**config.mk**
```make
export PLATFORM = sky130hd
export DESIGN_NAME = bidir_mod_counter_flat
export DESIGN_NICKNAME = d
export VERILOG_FILES = /design/src/rtl/bidir_mod_counter_if.sv /design/src/rtl/bidir_mod_counter.sv /design/src/flat_wrapper.sv
export SDC_FILE = /design/constraint.sdc
export NUM_CORES = 1
export LEC_CHECK = 0
export ABC_AREA = 1
export BUFFER_PORTS_ARGS = -buffer_cell sky130_fd_sc_hd__buf_2
export CAP_MARGIN = 20
export CELL_PAD_IN_SITES_DETAIL_PLACEMENT = 2
export CELL_PAD_IN_SITES_GLOBAL_PLACEMENT = 2
export CORE_AREA = 2 2 104 106
export DETAILED_ROUTE_END_ITERATION = 12
export DIE_AREA = 0 0 106 108
export PLACE_DENSITY_LB_ADDON = 0.1
export SYNTH_ARGS = -nofsm -noshare
export SYNTH_HDL_FRONTEND = slang
export SYNTH_SLANG_ARGS = --single-unit
```
**constraint.sdc**
```tcl
create_clock -name clk -period 5.5 [get_ports clk]
set_input_delay 0.55 -clock clk [delete_from_list [all_inputs] [get_ports clk]]
set_output_delay 0.55 -clock clk [all_outputs]
set_load 0.03 [all_outputs]
```
**src/rtl/bidir_mod_counter_if.sv**
```systemverilog
// Control and status bundle for the bidirectional modulo counter.
// Master drives controls; slave returns count, wrap pulse and bound flag.
interface bidir_mod_counter_if #(
  parameter int WIDTH = 8
);
  logic             en;
  logic             dir;
  logic [WIDTH-1:0] step;
  logic [WIDTH-1:0] limit;
  logic             sat_mode;
  logic             load;
  logic [WIDTH-1:0] load_val;
  logic [WIDTH-1:0] count;
  logic             wrap;
  logic             at_bound;

  modport master (
    output en, dir, step, limit,
    output sat_mode, load, load_val,
    input  count, wrap, at_bound
  );

  modport slave (
    input  en, dir, step, limit,
    input  sat_mode, load, load_val,
    output count, wrap, at_bound
  );
endinterface

```
**src/rtl/bidir_mod_counter.sv**
```systemverilog
// Up/down counter with runtime limit, step, load, wrap/saturate modes.
// Optional PRESCALE_EN macro divides enabled cycles by PRESCALE.
module bidir_mod_counter #(
  parameter int WIDTH    = 8,
  parameter int PRESCALE = 4
) (
  input  logic               clk,
  input  logic               reset,
  bidir_mod_counter_if.slave bus
);
  localparam logic [WIDTH:0] ONE = (WIDTH+1)'(1);

  logic [WIDTH-1:0] count_q;
  logic             wrap_q;
  logic [WIDTH-1:0] s_eff;
  logic [WIDTH-1:0] ld_clamp;
  logic [WIDTH-1:0] nxt;
  logic             nxt_wrap;
  logic             tick;
  logic             oob;
  logic [WIDTH:0]   c;
  logic [WIDTH:0]   l;
  logic [WIDTH:0]   s;
  logic [WIDTH:0]   up;

  assign s_eff = (bus.step <= bus.limit)
               ? bus.step : bus.limit;
  assign ld_clamp = (bus.load_val <= bus.limit)
                  ? bus.load_val : bus.limit;

  assign c   = {1'b0, count_q};
  assign l   = {1'b0, bus.limit};
  assign s   = {1'b0, s_eff};
  assign up  = c + s;
  assign oob = count_q > bus.limit;

  always_comb begin
    nxt      = count_q;
    nxt_wrap = 1'b0;
    if (bus.step != '0) begin
      if (oob) begin
        nxt = (bus.sat_mode || !bus.dir)
            ? bus.limit : '0;
        nxt_wrap = 1'b1;
      end else if (bus.limit == '0) begin
        // modulo-1 range: any nonzero step is a wrap
        nxt      = '0;
        nxt_wrap = !bus.sat_mode;
      end else if (bus.dir) begin
        if (up <= l) begin
          nxt = up[WIDTH-1:0];
        end else if (!bus.sat_mode) begin
          nxt      = WIDTH'(up - l - ONE);
          nxt_wrap = 1'b1;
        end else begin
          nxt      = bus.limit;
          nxt_wrap = count_q != bus.limit;
        end
      end else begin
        if (c >= s) begin
          nxt = WIDTH'(c - s);
        end else if (!bus.sat_mode) begin
          nxt      = WIDTH'(c + l + ONE - s);
          nxt_wrap = 1'b1;
        end else begin
          nxt      = '0;
          nxt_wrap = count_q != '0;
        end
      end
    end
  end

`ifdef PRESCALE_EN
  localparam int PW = $clog2(PRESCALE);

  logic [PW-1:0] pre_q;

  assign tick = pre_q == PW'(PRESCALE - 1);

  always_ff @(posedge clk) begin
    if (reset || bus.load) begin
      pre_q <= '0;
    end else if (bus.en) begin
      pre_q <= tick ? '0 : pre_q + PW'(1);
    end
  end
`else
  assign tick = 1'b1;
`endif

  always_ff @(posedge clk) begin
    if (reset) begin
      count_q <= '0;
      wrap_q  <= 1'b0;
    end else if (bus.load) begin
      count_q <= ld_clamp;
      wrap_q  <= 1'b0;
    end else if (bus.en && tick) begin
      count_q <= nxt;
      wrap_q  <= nxt_wrap;
    end else begin
      wrap_q  <= 1'b0;
    end
  end

  assign bus.count    = count_q;
  assign bus.wrap     = wrap_q;
  assign bus.at_bound = bus.dir
                      ? (count_q == bus.limit)
                      : (count_q == '0);
endmodule

```
**src/flat_wrapper.sv**
```systemverilog
// flat-port wrapper written by rule: the top's interface ports become plain ports
module bidir_mod_counter_flat 
#(
  parameter int WIDTH    = 8,
  parameter int PRESCALE = 4
)
  (clk, reset, bus_en, bus_dir, bus_step, bus_limit, bus_sat_mode, bus_load, bus_load_val, bus_count, bus_wrap, bus_at_bound);
  bidir_mod_counter_if #(.WIDTH(WIDTH)) bus_i ();
  input  logic clk;
  input  logic reset;
  input wire logic [$bits(bus_i.en)-1:0] bus_en;
  input wire logic [$bits(bus_i.dir)-1:0] bus_dir;
  input wire logic [$bits(bus_i.step)-1:0] bus_step;
  input wire logic [$bits(bus_i.limit)-1:0] bus_limit;
  input wire logic [$bits(bus_i.sat_mode)-1:0] bus_sat_mode;
  input wire logic [$bits(bus_i.load)-1:0] bus_load;
  input wire logic [$bits(bus_i.load_val)-1:0] bus_load_val;
  output wire logic [$bits(bus_i.count)-1:0] bus_count;
  output wire logic [$bits(bus_i.wrap)-1:0] bus_wrap;
  output wire logic [$bits(bus_i.at_bound)-1:0] bus_at_bound;
  assign bus_i.en = bus_en;
  assign bus_i.dir = bus_dir;
  assign bus_i.step = bus_step;
  assign bus_i.limit = bus_limit;
  assign bus_i.sat_mode = bus_sat_mode;
  assign bus_i.load = bus_load;
  assign bus_i.load_val = bus_load_val;
  assign bus_count = bus_i.count;
  assign bus_wrap = bus_i.wrap;
  assign bus_at_bound = bus_i.at_bound;
  bidir_mod_counter #(.WIDTH(WIDTH), .PRESCALE(PRESCALE)) u_core (.clk(clk), .reset(reset), .bus(bus_i));
endmodule
```
# After elaboration in Yosys (flattened, before gate mapping)
# Index checks and enable logic that the tools add are counted.
# word_totals
elab_cells	50
ff_bits	9
input_bits	30
# classes
bitwise	2
order_cmp	5
addsub	7
n_reduce_logical	11
eq_ne	2
n_mux	21
# ops
operator	n
$mux W8	13
$sub A8 B8 Y8	3
$le A8 B8 Y1	2
$logic_not A8 Y1	2
$reduce_bool A8 Y1	2
$add A8 B8 Y9	1
$le A9 B8 Y1	1
$add A8 B1 Y8 const B	1
$add A8 B8 Y8	1
$eq A8 B8 Y1	1
$ge A8 B8 Y1	1
$gt A8 B8 Y1	1
$mux W1	8
$ne A8 B8 Y1	1
$sub A8 B1 Y8 const B	1
$reduce_bool A2 Y1	2
$reduce_or A4 Y1	1
$logic_not A1 Y1	2
$not A1 Y1	2
$reduce_and A2 Y1	1
$logic_or A1 B1 Y1	1

# Depth between registers and ports, before layout
# depth
depth_word	13
mapped_depth	40

# Least setup slack after synthesis
# OpenSTA, ideal clock, no wires.
# synth_path
kind	input port to flip-flop
start	in bus_limit[1]
end	reg u_core.count_q[5], in the netlist u_core.bus.count[5]
arrival_time_ps	4495
n_path_buf	2
setup_slack_ps	891
required_ps	5386
path_stages	38
path_cell_list	inv_1 > ha_1 > nand2_1 > nand2_1 > nand2_1 > nand2_1 > nand2_1 > nand2_1 > nand2_1 > clkbuf_1 > nand2_1 > o21ai_0 > ha_1 > inv_1 > fa_1 > nor2_1 > o21ai_1 > nand2_1 > [... 2 more ...] > nand2_1 > nand2_1 > xor2_1 > inv_1 > ha_1 > inv_1 > o21bai_1 > inv_1 > nand2_1 > nand2_1 > nand2_2 > nand2_2 > nand2_4 > buf_12 > o211ai_2 > nand3_1 > a21oi_1 > nor2_1
# synth_between
elab_chain_cells	13
# synth_lines
element	line	source
start, declared	flat_wrapper.sv:14	input wire logic [$bits(bus_i.limit)-1:0] bus_limit;
$le A8 B8 Y1	bidir_mod_counter.sv:26	assign s_eff = (bus.step <= bus.limit)
$mux W8	bidir_mod_counter.sv:27	? bus.step : bus.limit;
$add A8 B8 Y9	bidir_mod_counter.sv:34	assign up = c + s;
$sub A8 B8 Y8	bidir_mod_counter.sv:53	nxt = WIDTH'(up - l - ONE);
$sub A8 B1 Y8	bidir_mod_counter.sv:53	
$mux W8	bidir_mod_counter.sv:52	end else if (!bus.sat_mode) begin
$mux W8	bidir_mod_counter.sv:50	if (up <= l) begin
$mux W8	bidir_mod_counter.sv:49	end else if (bus.dir) begin
$mux W8	bidir_mod_counter.sv:45	end else if (bus.limit == '0) begin
$mux W8	bidir_mod_counter.sv:41	if (oob) begin
$mux W8	bidir_mod_counter.sv:40	if (bus.step != '0) begin
$mux W8	bidir_mod_counter.sv:98	end else if (bus.en && tick) begin
$mux W8 *	bidir_mod_counter.sv:95	end else if (bus.load) begin
end signal, assigned	bidir_mod_counter.sv:96	count_q <= ld_clamp;
end signal, assigned	bidir_mod_counter.sv:99	count_q <= nxt;
end, declared	bidir_mod_counter.sv:13	logic [WIDTH-1:0] count_q;
# Every way passes the cells marked *; elsewhere a longest branch is shown, timed or not. The select of a mux whose other input is x is not followed.
# A chain may end at the register's enable or synchronous reset.

# Worst setup path in the final report
# layout_path
start	in bus_limit[4]
end	reg u_core.count_q[5], in the netlist u_core.bus.count[5]
# The elaborated chain is that of the path after synthesis.

==> reports/results.tsv <==
stage	metric	value	unit
logic_synthesis	ys_seq_area_share	5.40	%
final_layout	seq_area	180	um2
clock_tree	clockRootBuffer	clkbuf_8	
critical_path	reg2reg_from	u_core.bus.count[1]	
global_route	grt_pass1_wl	22.4	mm
routing	firstDrtPassIters	4	
routing	wl_met1	6.34	mm
logic_synthesis	synthArstFlopShare	0	%
clock_tree	worst_skew_pair.late_latency	0.25	ns
global_route	grt_max_degree	17	
routing	drc_errors	0	
floorplan	core	10200	um2
clock_tree	cts_buffer_depth	2	
clock_tree	holdBufCountCts	0	
critical_path	cpMostUsedCell	nand2_1	
power_and_ir_drop	p_per_area	294	nW/um2
routing	vias	3798	
critical_path	end_kind	flip-flop	
logic_synthesis	synth_nets	631	
critical_path	crit_type	input port to flip-flop	
worst_hold_path	holdPathEnd	u_core.bus.wrap	
critical_path	slowest_stage	fa_1	
logic_synthesis	ys_ff_latch	9	
logic_synthesis	synth.distinct_cells	41	
placed_design	placed_area	3690	um2
clock_tree	htreeDepth	1	
final_layout	multi_input_area	2750	um2
job	drv_cap	0	
global_route	groute.usage.overall	25.3	%
critical_path	required	5.63	ns
clock_tree	cts_tree	built	
timing	holdWs	0.686	ns
clock_tree	clk_pin_slew	0.06	ns
clock_tree	numCtsBuffers	3	
timing	clock_skew	0.00427	ns
floorplan	die_x	106	um
routing	ant_nets	0	
final_layout	postLayoutCellArea	3760	um2
timing	slew_headroom	31.6	%
routing	wl_met3	434	um
global_route	overflow	0	
logic_synthesis	ys_warn_count	0	
placed_design	routabilityCongestion	0.855	
timing	drv_slew	0	
timing	layout_min_cycle_time	4.99	ns
timing	fmax	0.200	GHz
timing	finalHoldViolations	0	
final_layout	diodes	0	
floorplan	initial_utilization	32.6	%
final_layout	syn_to_final_growth	12.9	%
logic_synthesis	syn_inst	532	
floorplan	die_h	108	um
final_layout	layout.nets	675	
timing	setup_tns	0	ns
status	status	finished clean	
critical_path	crit_path_start_kind	input port	
routing	drtIter0Drc	129	
critical_path	crit_start	bus_limit[4]	
floorplan	die_area	11400	um2
routing	drt-total-wl	14.2	mm
worst_hold_path	worst_hold_path.num_cells	5	
routing	wl_per_cell	19.9	um
routing	viasPerCell	5.34	
final_layout	nFillCells	1332	
logic_synthesis	synth_ff_type	dfxtp_1	
worst_hold_path	hold_class	input port to flip-flop	
critical_path	cp_slowest_stage_delay	0.41	ns
critical_path	reg2reg_depth	25	
power_and_ir_drop	p_leak	2.07	nW
final_layout	drive_above_1_share	14.6	%
logic_synthesis	syn_area	3340	um2
critical_path	r2r_setup_slack	1.51	ns
timing	finalCritPeriodShare	90.8	%
critical_path	critPathArrivalTime	5.12	ns
global_route	antenna_found_initial	0	
logic_synthesis	avgSynthCellArea	6.27	um2
logic_synthesis	synth_edf_count	0	
placed_design	io_buffers	39	
floorplan	ioPinCount	40	
floorplan	rows	37	
timing	setup_viol	0	
critical_path	worst-path-max-fanout	12	
worst_hold_path	hold_path.startpoint	bus_en	
power_and_ir_drop	ir_worst_vdd	0.0749	mV
placed_design	dp_hpwl	12.1	mm
critical_path	reg2reg_to	u_core.bus.count[5]	
timing	rsz0062_at_grt	no	
timing	worst_pin_slew	1.01	ns
routing	top_layer_used	met4	
clock_tree	cts_sinks	9	
global_route	first_global_vias	4091	
routing	wl_met2	7.19	mm
[cell type report]
cell class	count	share of cell area, %
sequential	9	4.79
tap	136	4.52
inverter	91	9.17
multi-input combinational	422	73.1
clock buffer	4	1.20
timing repair buffer	49	7.18
[where the power goes]
group	total, W	leakage [nW]	switching (W)	internal [W]
combinational	0.000921	1.97	0.000599	0.000322
clock	0.0000862	0.0228	0.0000349	0.0000512
sequential	0.0000991	0.0748	0.0000257	0.0000734
total	0.00111	2.07	0.000660	0.000447
[placed cells by master (no fill, tap or decap), types with 2 or more instances in the layout]
master	count
o211ai_2	4
nand2_1	127
a21oi_1	42
o21ai_1	6
ha_1	59
nor2_1	28
nand4_1	6
o21bai_1	4
dfxtp_1	9
a31oi_1	4
nand2_2	7
buf_4	10
fa_1	10
nor4_1	4
inv_2	5
nand3_1	38
nand3b_1	2
or2_2	3
xnor2_1	8
a21oi_2	4
a21o_1	3
inv_1	85
o211ai_1	12
buf_2	39
nor3_1	4
xor2_1	5
clkbuf_8	3
nor2_4	2
o21ai_0	29
[timing repair]
action	CTS	global route
gates resized for setup	0	6
buffers inserted	0	2
endpoints found under the hold margin	0	0
endpoints found under the setup margin	0	6
[cell usage after synthesis (2+ instances only)]
library cell  number  area share (%)
dfxtp_1            9             5.4
o21bai_1           4            0.90
xor2_1             5             1.3
nor2_1            28             3.2
nand4_1            6             1.1
nor2_4             2            0.68
fa_1              10             6.0
xnor2_1            8             2.1
o211ai_2           4             1.5
inv_2              5            0.56
a31oi_1            4            0.75
clkbuf_1           3            0.34
o21ai_0           32             4.8
nor4_1             4            0.75
a21o_1             3            0.68
or2_2              3            0.56
a21oi_1           42             6.3
nand2_1          128              14
nor3_1             4            0.60
nand3b_1           2            0.45
nand3_1           38             5.7
nand2_2            6             1.1
inv_1             86             9.7
buf_2              4            0.60
a21oi_2            4             1.1
o211ai_1          12             2.7
o21ai_1            4            0.60
ha_1              59              22
[metrics by stage]
step                total power [W]  worst slack, ns  std cells  util (%)
CTS                         0.00111            0.327        708      36.5
global route                0.00122           0.0562        711      36.8
detailed placement          0.00101           0.0917        704      36.0
global placement           0.000979            0.318        704      36.0
finish                      0.00111            0.506        711      36.8
floorplan                  0.000758            0.891        532         -
[cell families after synthesis]
| family | Yosys count | synth area share (%) |
|---|---|---|
| XOR/XNOR | 13 | 3.41 |
| adder cells (fa/ha/maj) | 69 | 28.1 |
| AND/OR/NAND/NOR | 225 | 30.0 |
| buffers and inverters | 101 | 12.2 |
| flip-flops | 9 | 5.40 |
| AO/OA/AOI/OAI | 115 | 20.8 |
[routing by layer]
metal | up-vias | global-route usage [%]
met4 | 0 | 4.32
met3 | 15 | 1.08
li1 | 1845 | -
met2 | 65 | 48.5
met5 | - | 0
met1 | 1873 | 31.9
[registers in the layout, summed over array words and instances (netlist names)]
name,cells
u_core.bus.wrap,1
u_core.bus.count,8
[worst max path at each step]
stage	slack, ns	end
CTS	0.33	u_core.bus.count[5]
floorplan	0.89	u_core.bus.count[5]
global route	0.06	u_core.bus.count[5]
detailed placement	0.09	u_core.bus.count[5]
finish	0.51	u_core.bus.count[5]
global placement	0.32	u_core.bus.count[5]
[critical path: cells and delay by family]
kind                     cells  cell delay, ns
AND/OR/NAND/NOR             19            1.73
adder cells (fa/ha/maj)      4            1.26
buffers and inverters        7            0.78
AO/OA/AOI/OAI                4            0.60
XOR/XNOR                     1            0.17
No activity file was read; power rests on OpenSTA's default activity.
